**src/rtl/rd53_cmd_pkg.sv**
```systemverilog
// RD53A command-stream constants and symbol tables, shared by the command
// encoder and the register-access frame builder.
package rd53_cmd_pkg;

    localparam logic [15:0] SYNC_FRAME = 16'h817E;
    localparam logic [15:0] NOOP_FRAME = 16'h6969;

    localparam logic [15:0] ECR_HDR    = 16'h5A5A;
    localparam logic [15:0] BCR_HDR    = 16'h5959;
    localparam logic [15:0] GPULSE_HDR = 16'h5C5C;
    localparam logic [15:0] CAL_HDR    = 16'h6363;
    localparam logic [15:0] WRREG_HDR  = 16'h6666;
    localparam logic [15:0] RDREG_HDR  = 16'h6565;

    localparam logic [7:0] DATA_SYM [0:31] = '{
        8'h6A, 8'h6C, 8'h71, 8'h72, 8'h74, 8'h8B, 8'h8D, 8'h8E,
        8'h93, 8'h95, 8'h96, 8'h99, 8'h9A, 8'h9C, 8'hA3, 8'hA5,
        8'hA6, 8'hA9, 8'hAA, 8'hAC, 8'hB1, 8'hB2, 8'hB4, 8'hC3,
        8'hC5, 8'hC6, 8'hC9, 8'hCA, 8'hCC, 8'hD1, 8'hD2, 8'hD4
    };

    localparam logic [7:0] TRIG_SYM [1:15] = '{
        8'h2B, 8'h2D, 8'h2E, 8'h33, 8'h35, 8'h36, 8'h39, 8'h3A,
        8'h3C, 8'h4B, 8'h4D, 8'h4E, 8'h53, 8'h55, 8'h56
    };

    // Pattern 0 never reaches here (dropped at capture); it maps to a null symbol.
    function automatic logic [15:0] trig_frame(input logic [3:0] pattern,
                                               input logic [4:0] tag);
        logic [7:0] trig_sym;
        trig_sym = (pattern == 4'd0) ? 8'h00 : TRIG_SYM[pattern];
        return {trig_sym, DATA_SYM[tag]};
    endfunction

endpackage

```
**src/rtl/rd53_cmd_frame_mux.sv**
```systemverilog
// Priority select of the next command frame: forced Sync, pending trigger,
// user frame, then idle Sync.
module rd53_cmd_frame_mux
    import rd53_cmd_pkg::*;
(
    input  logic        force_sync,
    input  logic        pending,
    input  logic [3:0]  pend_pattern,
    input  logic [4:0]  pend_tag,
    input  logic        cmd_valid,
    input  logic [15:0] cmd_frame,
    output logic [15:0] frame,
    output logic        is_sync,
    output logic        is_trig
);

    // NOTE: every output gets a default first so no path through the
    // priority chain can leave one unassigned and infer a latch.
    always_comb begin
        frame   = SYNC_FRAME;
        is_sync = 1'b1;
        is_trig = 1'b0;
        if (!force_sync) begin
            if (pending) begin
                frame   = trig_frame(pend_pattern, pend_tag);
                is_sync = 1'b0;
                is_trig = 1'b1;
            end else if (cmd_valid) begin
                frame   = cmd_frame;
                is_sync = 1'b0;
            end
        end
    end

endmodule

```
**src/rtl/rd53_cmd_tx.sv**
```systemverilog
// RD53A command encoder: serialises 16-bit frames MSB first, merging user
// frames, a one-entry trigger slot and periodic Sync filler.
module rd53_cmd_tx
    import rd53_cmd_pkg::*;
#(
    parameter int   SYNC_PERIOD = 32,
    parameter logic INVERT      = 1'b0
) (
    input  logic        clk,
    input  logic        rstL,
    input  logic        cmd_valid,
    input  logic [15:0] cmd_frame,
    output logic        cmd_ready,
    input  logic        trig_valid,
    input  logic [3:0]  trig_pattern,
    input  logic [4:0]  trig_tag,
    output logic        trig_ready,
    output logic        serial_o,
    output logic        sync_sent
);

    localparam logic [7:0] SYNC_LAST = 8'(SYNC_PERIOD - 1);

    logic [15:0] sr;
    logic [15:0] next_frame;
    logic [3:0]  bit_cnt;
    logic [7:0]  sync_cnt;
    logic        pending;
    logic [3:0]  pend_pattern;
    logic [4:0]  pend_tag;
    logic        load;
    logic        force_sync;
    logic        sel_sync;
    logic        sel_trig;
    logic        consume;
    logic        capture;

    // bit_cnt resets to 15, so the first cycle after reset is a load cycle.
    assign load       = (bit_cnt == 4'd15);
    assign force_sync = (sync_cnt == SYNC_LAST);

    rd53_cmd_frame_mux u_frame_mux (
        .force_sync   (force_sync),
        .pending      (pending),
        .pend_pattern (pend_pattern),
        .pend_tag     (pend_tag),
        .cmd_valid    (cmd_valid),
        .cmd_frame    (cmd_frame),
        .frame        (next_frame),
        .is_sync      (sel_sync),
        .is_trig      (sel_trig)
    );

    // Handshake strobes are gated by rstL so they read low while reset is held.
    assign consume    = rstL && load && sel_trig;
    assign cmd_ready  = rstL && load && !force_sync && !pending;
    assign trig_ready = rstL && (!pending || consume);
    assign capture    = trig_valid && trig_ready && (trig_pattern != 4'd0);
    assign sync_sent  = rstL && load && sel_sync;
    assign serial_o   = sr[15] ^ INVERT;

    always_ff @(posedge clk) begin
        if (!rstL) begin
            sr           <= '0;
            bit_cnt      <= 4'd15;
            sync_cnt     <= '0;
            pending      <= 1'b0;
            pend_pattern <= '0;
            pend_tag     <= '0;
        end else begin
            if (load) begin
                sr      <= next_frame;
                bit_cnt <= 4'd0;
                if (sel_sync)
                    sync_cnt <= '0;
                else if (sync_cnt != SYNC_LAST)
                    sync_cnt <= sync_cnt + 8'd1;
            end else begin
                sr      <= {sr[14:0], 1'b0};
                bit_cnt <= bit_cnt + 4'd1;
            end

            // A capture in the consume cycle refills the slot with the new request.
            if (capture) begin
                pending      <= 1'b1;
                pend_pattern <= trig_pattern;
                pend_tag     <= trig_tag;
            end else if (consume) begin
                pending <= 1'b0;
            end
        end
    end

endmodule

```
**config.mk**
```make
export PLATFORM = sky130hd
export DESIGN_NAME = rd53_cmd_tx
export DESIGN_NICKNAME = d
export VERILOG_FILES = /design/src/rtl/rd53_cmd_pkg.sv /design/src/rtl/rd53_cmd_frame_mux.sv /design/src/rtl/rd53_cmd_tx.sv
export SDC_FILE = /design/constraint.sdc
export NUM_CORES = 1
export LEC_CHECK = 0
export CORE_ASPECT_RATIO = 0.8
export CORE_MARGIN = 2
export CORE_UTILIZATION = 40
export DETAILED_ROUTE_END_ITERATION = 6
export PLACE_DENSITY = 0.72
export RECOVER_POWER = 100
export SLEW_MARGIN = 20
export SYNTH_ARGS = -nofsm -noshare
export SYNTH_HDL_FRONTEND = slang
export SYNTH_SLANG_ARGS = --single-unit
```
**constraint.sdc**
```tcl
create_clock -name clk -period 1.8 [get_ports clk]
set_input_delay 0.36 -clock clk [delete_from_list [all_inputs] [get_ports clk]]
set_output_delay 0.36 -clock clk [all_outputs]
set_load 0.03 [all_outputs]
```
== Word-level counts from Yosys, hierarchy flattened ==
Memories as Yosys holds them, arrays and structs flattened.
Index checks and enable logic that the tools add are counted.
Word-level totals
  register bits: 38
  output and inout port bits: 4
  input bits: 29
  word-level logic and storage cells: 56
  memories: 2
  memory bits (read-only): 384
Operators by class
  equal/unequal tests: 3
  add/sub/neg operators: 2
  multiplexer cells: 19
  reduce and logical (&&, ||, !) cells: 17
  order comparisons: 2
  bitwise logic cells: 4
Memory list
  (no name shown): words 32, width 8, read ports 1, clocked after Yosys merged registers in 0, write ports 0, line rd53_cmd_pkg.sv:32  | return {trig_sym, DATA_SYM[tag]};
  (no name shown): words 16, width 8, read ports 1, clocked after Yosys merged registers in 0, write ports 0, line rd53_cmd_pkg.sv:31  | trig_sym = (pattern == 4'd0) ? 8'h00 : TRIG_SYM[pattern];
Operators by type and width (number)
  16-bit two-way mux: 4
  8-bit two-way mux: 7
  8-bit by 1-bit adder with 8-bit output (second input constant): 1
  8-bit by 5-bit equality test with 1-bit output (second input constant): 1
  1-bit logical AND: 8
  8-bit by 5-bit != test with 1-bit output (second input constant): 1
  1-bit two-way mux: 7
  6-bit greater-or-equal comparator (second input constant): 1
  5-bit NOT with 6-bit output: 1
  5-bit greater-or-equal comparator (second input constant): 1
  4-bit NOT with 5-bit output: 1
  4-bit by 1-bit adder with 4-bit output (second input constant): 1
  4-bit equality test (second input constant): 1
  4-bit logical NOT: 1
  4-bit two-way mux: 1
  2-bit nonzero test: 2
  4-bit nonzero test: 1
  3-bit OR reduction: 1
  1-bit logical NOT: 2
  1-bit NOT: 2
  2-bit AND reduction: 1
  1-bit logical OR: 1

== Longest topological paths before layout ==
  depth after elaboration: 8
  depth in mapped cells: 6
  mapped depth without buffers: 6

== By module ==
From an unflattened synthesis, not the netlist that was laid out.
Second synthesis, totals
  cell total of the unflattened synthesis: 326
  area total of the unflattened synthesis: 2516.2 µm²
Modules (own cells, without submodules)
  rd53_cmd_tx: instances 1, cells an instance 192, area an instance 1621.6 µm², sequential area each 760.7 µm²
  rd53_cmd_frame_mux: instances 1, cells an instance 134, area an instance 894.6 µm², sequential area each 0.0 µm²

== Worst setup path before layout ==
Ideal clock, no wire load.
  path type: reg-to-output
  from: register sync_cnt[0]
  to: output trig_ready
  data arrival time: 1.720 ns
  stages on the path, launching flop included: 5
  slack: -0.280 ns
  buffers on the path: 0
  cell sequence: dfxtp_1 ha_1 and4b_1 a21o_1 a21boi_0
Between the ends
  cells in the longest elaborated chain, start to end: 5
Ends and longest elaborated chain
  start, declared: line rd53_cmd_tx.sv:27  | logic [7:0] sync_cnt;
  start signal, assigned: line rd53_cmd_tx.sv:77  | sync_cnt <= sync_cnt + 8'd1;
  8-bit by 5-bit equality test with 1-bit output: line rd53_cmd_tx.sv:40  | assign force_sync = (sync_cnt == SYNC_LAST);
  1-bit two-way mux: line rd53_cmd_frame_mux.sv:23  | if (!force_sync) begin
  1-bit logical AND: line rd53_cmd_tx.sv:55  | assign consume = rstL && load && sel_trig;
  1-bit logical OR: line rd53_cmd_tx.sv:57  | assign trig_ready = rstL && (!pending || consume);
  1-bit logical AND: line rd53_cmd_tx.sv:57
  end, declared: line rd53_cmd_tx.sv:17  | output logic trig_ready,
No other way between the ends.

== Worst setup path in the final report ==
  from: register sync_cnt[0]
  to: output sync_sent
Between the ends
  cells in the longest elaborated chain, start to end: 3
Ends and longest elaborated chain
  8-bit by 5-bit equality test with 1-bit output: line rd53_cmd_tx.sv:40
  1-bit two-way mux: line rd53_cmd_frame_mux.sv:23
  1-bit logical AND: line rd53_cmd_tx.sv:59  | assign sync_sent = rstL && load && sel_sync;
  end, declared: line rd53_cmd_tx.sv:19  | output logic sync_sent
No other way between the ends.

==> flow_metrics.env <==
export IMPL_violations="negative setup slack"
export IMPL_crit_chain="ha_4, and4b_2, a21oi_4, nor3b_2, buf_4"
export IMPL_cp_end_kind="output pin"
export IMPL_start_util=0.421
export IMPL_first_iter_violations=137
export IMPL_cts_buffers=5
export IMPL_clock_latency_ns=0.29
export IMPL_clock_path_buffers=2
export IMPL_power_density_nw_per_um2=849
export IMPL_grt_max_degree=25
export IMPL_dp_hpwl_microns=4380
export IMPL_p_leak_nw=1.15
export IMPL_layout_setup_ws_ns=-0.170
export IMPL_path_class="reg -> out"
export IMPL_cts_sinks=38
export IMPL_area_growth_pct=32.4
export IMPL_cp_slowest_cell="dfxtp_2"
export IMPL_wl_per_cell_microns=14.5
export IMPL_path_clk_slew_ns=0.08
export IMPL_wirelength_microns=6030
export IMPL_ir_drop_mv=0.438
export IMPL_slew_viol_final=0
export IMPL_pin_count=33
export IMPL_report_final_hold_viol_count=0
export IMPL_required_ns=1.44
export IMPL_place_gp_congestion=0.852
export IMPL_hold_buffers=0
export IMPL_die_h_microns=72.2
export IMPL_cpPeakStageDelay_ns=0.36
export IMPL_synth_cell_types=52
export IMPL_grt_setup_unrepaired="true"
export IMPL_drc=0
export IMPL_final_antenna_net_count=0
export IMPL_start_kind="flop"
export IMPL_netlist_area_sq_um=2330
export IMPL_min_path_type="reg -> reg"
export IMPL_synth_edff_count=0
export IMPL_cp_num_buf_inv=1
export IMPL_place_inst=404
export IMPL_rr_worst_depth=7
export IMPL_hp_start="sr[11]$_SDFF_PN0_"
export IMPL_dr_total_vias=2304
export IMPL_placementRows=24
export IMPL_crit_family="simple AND/OR/NAND/NOR gates"
export IMPL_whs_path_depth=2
export IMPL_syn_num_nets=328
export IMPL_hold_ws_ns=0.451
export IMPL_crit_fanout=5
export IMPL_final_cells=415
export IMPL_outcome="finished with violations"
export IMPL_diodes=0
export IMPL_grt_usage=0.191
export IMPL_fin_util=0.558
export IMPL_viasPerCell=5.55
export IMPL_first_pass_iters=4
export IMPL_die_w_microns=89.3
export IMPL_worst_hold_path_endpoint="sr[12]$_SDFF_PN0_"
export IMPL_synth_seq_cells=38
export IMPL_avgSynthCellArea_sq_um=8.17
export IMPL_seq_area_frac_synth=0.327
export IMPL_dieArea_sq_um=6450
export IMPL_period_needed_ns=1.97
export IMPL_drv_cap=0
export IMPL_setup_violations=3
export IMPL_max_slew_worst_pin_slew_ns=0.556
export IMPL_arrival_ns=1.61
export IMPL_ff2ff_setup_slack_ns=0.03
export IMPL_yosysWarnings=0
export IMPL_async_reset_ff_frac=0
export IMPL_power_mw=2.61
export IMPL_r2r_end="pend_pattern[0]$_SDFFE_PN0P_"
export IMPL_slew_headroom=0.627
export IMPL_htree_num_levels=2
export IMPL_cts_tree="yes"
export IMPL_cts_root_buf="clkbuf_8"
export IMPL_fin_crit_sh=1.09
export IMPL_portBuffers=32
export IMPL_fin_nets=380
export IMPL_antenna_found_initial=0
export IMPL_fin_skew_ns=0.00534
export IMPL_layout_drive_gt1_share=0.181
export IMPL_max_freq_mhz=508
export IMPL_overflow=0
export IMPL_grt_first_pass_wirelength_microns=9560
export IMPL_grt_pass1_vias=2047
export IMPL_synth_main_ff_cell="dfxtp_1"
export IMPL_syn_inst=285
export IMPL_r2r_start="sync_cnt[0]$_SDFFE_PN0P_"
export IMPL_core_area_sq_um=5530
==> synthesized netlist by cell type, types with 2 or more instances <==
master	number	share of area
and3_1	2	0.0054
a21oi_1	21	0.045
mux4_2	2	0.019
dfxtp_1	38	0.33
ha_1	14	0.075
xor2_1	3	0.011
nand3_1	12	0.026
nand4_1	4	0.011
nand3b_1	2	0.0064
o21ai_1	12	0.026
clkbuf_1	11	0.018
a31oi_1	5	0.013
a21o_1	4	0.013
nor2b_1	7	0.019
a21boi_1	2	0.0064
a32o_1	2	0.0086
nor2_1	15	0.024
xnor2_1	6	0.023
nand2_1	27	0.044
a22oi_1	4	0.013
and2_1	3	0.0081
buf_2	8	0.017
o21ai_0	14	0.030
mux2i_1	4	0.017
nand2b_1	6	0.016
a211o_1	2	0.0075
nor3_1	7	0.015
nor3b_1	3	0.0097
o31ai_1	4	0.013
o311ai_0	2	0.0075
o211ai_1	4	0.013
o2111ai_1	5	0.019
inv_1	11	0.018
==> flip-flops by register name, summed over array words and instances (netlist names) <==
| name | count |
|---|---|
| bit_cnt | 4 |
| pend_pattern | 4 |
| pend_tag | 5 |
| pending | 1 |
| sr | 16 |
| sync_cnt | 8 |
==> final cells by class <==
| class | instances | area (sq um) |
|---|---|---|
| fillers | 520 | 2440 |
| repair buffers | 65 | 591 |
| well taps | 78 | 97.6 |
| multi-input cells | 215 | 1510 |
| clock buffers | 7 | 76.3 |
| inverters | 12 | 45.0 |
| flip-flops and latches | 38 | 764 |
==> power breakdown <==
| group | switching [mW] | internal (mW) |
|---|---|---|
| Clock | 0.297 | 0.267 |
| Sequential | 0.0996 | 0.969 |
| Combinational | 0.503 | 0.479 |
| Total | 0.899 | 1.72 |
==> how the worst max path moves through the flow <==
| stage | start | endpoint | slack (ns) | cells past startpoint |
|---|---|---|---|---|
| final | sync_cnt[0]$_SDFFE_PN0P_ | sync_sent | -0.17 | 5 |
| after global routing | sync_cnt[0]$_SDFFE_PN0P_ | sync_sent | -0.20 | 5 |
| after CTS | sync_cnt[0]$_SDFFE_PN0P_ | trig_ready | -0.14 | 5 |
| after detailed placement | trig_pattern[0] | pend_pattern[2]$_SDFFE_PN0P_ | -0.11 | 4 |
| after global placement | rstL | pend_tag[2]$_SDFFE_PN0P_ | -0.12 | 6 |
| after floorplan | sync_cnt[0]$_SDFFE_PN0P_ | trig_ready | -0.06 | 4 |
==> layout by cell type, fill, tap and decap left out, types with 3 or more instances in the layout <==
| cell type | count |
|---|---|
| dfxtp_1 | 35 |
| buf_4 | 29 |
| clkdlybuf4s50_1 | 28 |
| nand2_1 | 27 |
| a21oi_1 | 19 |
| nor2_1 | 14 |
| o21ai_0 | 14 |
| o21ai_1 | 12 |
| nand3_1 | 12 |
| inv_1 | 11 |
| ha_1 | 11 |
| nor3_1 | 7 |
| xnor2_1 | 6 |
| nand2b_1 | 6 |
| nor2b_1 | 6 |
| o2111ai_1 | 5 |
| a31oi_1 | 5 |
| clkbuf_8 | 5 |
| a21o_1 | 4 |
| nand4_1 | 4 |
| a22oi_1 | 4 |
| o31ai_1 | 4 |
| mux2i_1 | 4 |
| o211ai_1 | 4 |
| a21boi_1 | 3 |
| xor2_1 | 3 |
| dfxtp_2 | 3 |
| clkbuf_1 | 3 |
| buf_6 | 3 |
==> kinds of logic (layout without fill, tap and decap cells) <==
group                    count (synthesis)  after routing  share of synthesized area
AO/OA/AOI/OAI                           88             88                      0.246
XOR/XNOR                                 9              9                     0.0339
adder cells (fa/ha/maj)                 14             14                     0.0753
buffers and inverters                   32             84                     0.0575
flip-flops                              38             38                      0.327
multiplexers                             6              6                     0.0366
AND/OR/NAND/NOR                         98             98                      0.224
==> layer usage <==
layer / vias to the layer above / global-route usage / share of wire
li1: 1139 / - / -
met2: 90 / 0.286 / 0.42
met4: 0 / 0.0580 / 0.015
met1: 1062 / 0.274 / 0.50
met5: - / 0 / 0
met3: 13 / 0.0421 / 0.065
==> worst register-to-register path: cells and delay by family (launching register included) <==
| kind | cells | cell delay [ns] |
|---|---|---|
| AOI/OAI and AO/OA | 2 | 0.53 |
| DFF | 1 | 0.34 |
| and+or+nand+nor | 2 | 0.32 |
| buffers and inverters | 2 | 0.31 |
| adders and majority gates | 1 | 0.16 |
==> per-stage QoR <==
stage / setup slack [ns] / setup TNS [ns] / cell area (sq um)
global route: -0.202 / -0.725 / 3080
finish: -0.170 / -0.427 / 3080
floorplan: -0.0559 / -0.0559 / 2330
detailed placement: -0.110 / -0.681 / 2900
global placement: -0.117 / -1.02 / 2900
CTS: -0.139 / -0.409 / 3010
==> timing repair <==
action                     in CTS  in global routing
cloned                          0                  0
buffers inserted                2                  2
setup endpoints to repair       3                 14
pin swaps                       4                  3
gates resized for setup         9                 11
No activity file was read; power rests on OpenSTA's default activity.
==> edit, RTL diff (config.mk and constraints unchanged) <==
Change the parameter `INVERT` from 1'b0 to 1'b1.
--- a/src/rtl/rd53_cmd_tx.sv
+++ b/src/rtl/rd53_cmd_tx.sv
@@ -5,5 +5,5 @@
 #(
     parameter int   SYNC_PERIOD = 32,
-    parameter logic INVERT      = 1'b0
+    parameter logic INVERT      = 1'b1
 ) (
     input  logic        clk,
Formal check against the unedited RTL: not equivalent (Yosys sat finds a counterexample within 4 cycles, from zero or initial values and one cycle with rstL low).
==> edit against the unedited design <==
  * The run still ends with negative setup slack left
  * Count of clock-buffer cells in the layout stayed put
  * Design area down 0.24%
  * Clock power grew 6.9%
  * Worst setup slack improved by 0.053 ns
  * Total power is 1.1% higher
  * Register-to-register slack worse by 0.02 ns
  * Area after synthesis is 0.11% lower
  * Combinational power decreased by 0.5%
  * Maximum frequency increased by 2.8%
  * Sequential cell count is the same
  * Wire length decreased by 2.1%
  * Largest cell class unchanged
==> edit: results <==
set metrics [dict create \
    status "complete, but fails checks" \
    violations "negative setup slack" \
    crit_path_max_incr_delay_ns 0.34 \
    setup_tns_ns -0.2245 \
    ys_top_cells_by_area "dfxtp_1, ha_1, a21oi_1" \
    place_ws_ns -0.09806 \
    grt_max_degree 22 \
    cp.arrival_ns 1.56 \
    reg.largest.list "sr: 16 flops, sync_cnt: 8 flops, pend_tag: 5 flops" \
    grt_pass1_vias 2092 \
    critPathMaxFanout 6 \
    grt_use_total_pct 18.86 \
    drive_gt1_share_pct 20.54 \
    drt-total-wl_um 5903 \
    finalSetupViolations 3 \
    ys_types 50 \
    dp_cells 400 \
    p_leak_uw 0.001158 \
    syn_nets 321 \
    max_slew_margin_pct 69.87 \
    routabilityCongestion 0.8614 \
    synth_common_cells "dfxtp_1, a21oi_1, nor2_1, o21ai_0, nand3_1" \
    yosysSeqAreaShare_pct 32.72 \
    setup_ws_ns -0.1169 \
    worst_ir_drop_vdd_v 0.0003539 \
    dr_total_vias 2239 \
    wl_per_cell_um 14.43 \
    hold_class "reg -> reg" \
    drtIter0Drc 106 \
    fin_nets 373 \
]
## edit: path summary, 6_finish.rpt
check | endpoint | slack (ns) | from
worst max-delay path | trig_ready | -0.12 | sync_cnt[0]
worst min-delay path | sr[11] | 0.45 | sr[10]
worst max register to register | sr[10] | 0.01 | bit_cnt[0]
worst min register to register | sr[11] | 0.45 | sr[10]
## edit: repair_timing
item	4_1_cts	5_1_grt
hold buffers	0	0
pin swaps	2	1
setup endpoints to repair	6	7
resized for setup	13	11
buffers inserted	1	0
## edit: per-layer routing
| metal | part of all wire, % | global-route usage [%] |
|---|---|---|
| met5 | 0 | 0 |
| met2 | 46 | 29.96 |
| met1 | 49 | 26.59 |
| met3 | 4.1 | 3.641 |
| met4 | 0.86 | 4.312 |
## edit: where the power goes
part | internal (µW) | leakage (µW) | switching, µW
Combinational | 460 | 0.000797 | 516
Clock | 309 | 0.0000482 | 294
Sequential | 971 | 0.000313 | 93.4
Total | 1740 | 0.00116 | 903
## edit: per-stage QoR
stage          instance area (µm²)  hold WS [ns]  utilization [%]
2_1_floorplan                 2337        0.4228                -
3_3_place_gp                  2885        0.4308            52.22
3_5_place_dp                  2885        0.4337            52.22
4_1_cts                       3029        0.4483            54.82
5_1_grt                       3073        0.4698            55.62
6_report                      3073        0.4503            55.62
## edit: cell families after synthesis
group / share of synthesized area, %
AO/OA/AOI/OAI: 27.18
XOR/XNOR: 3.014
adder cells (fa/ha/maj): 7.535
buffers and inverters: 6.351
flip-flops: 32.72
multiplexers: 3.660
AND/OR/NAND/NOR: 19.54
## edit: final cells by class
type / instances / area, µm²
fillers: 525 / 2452
flip-flops and latches: 38 / 767.0
clock buffers: 7 / 86.33
inverters: 14 / 52.55
multi-input cells: 207 / 1519
clock inverters: 1 / 5.005
well taps: 78 / 97.59
repair buffers: 64 / 545.5
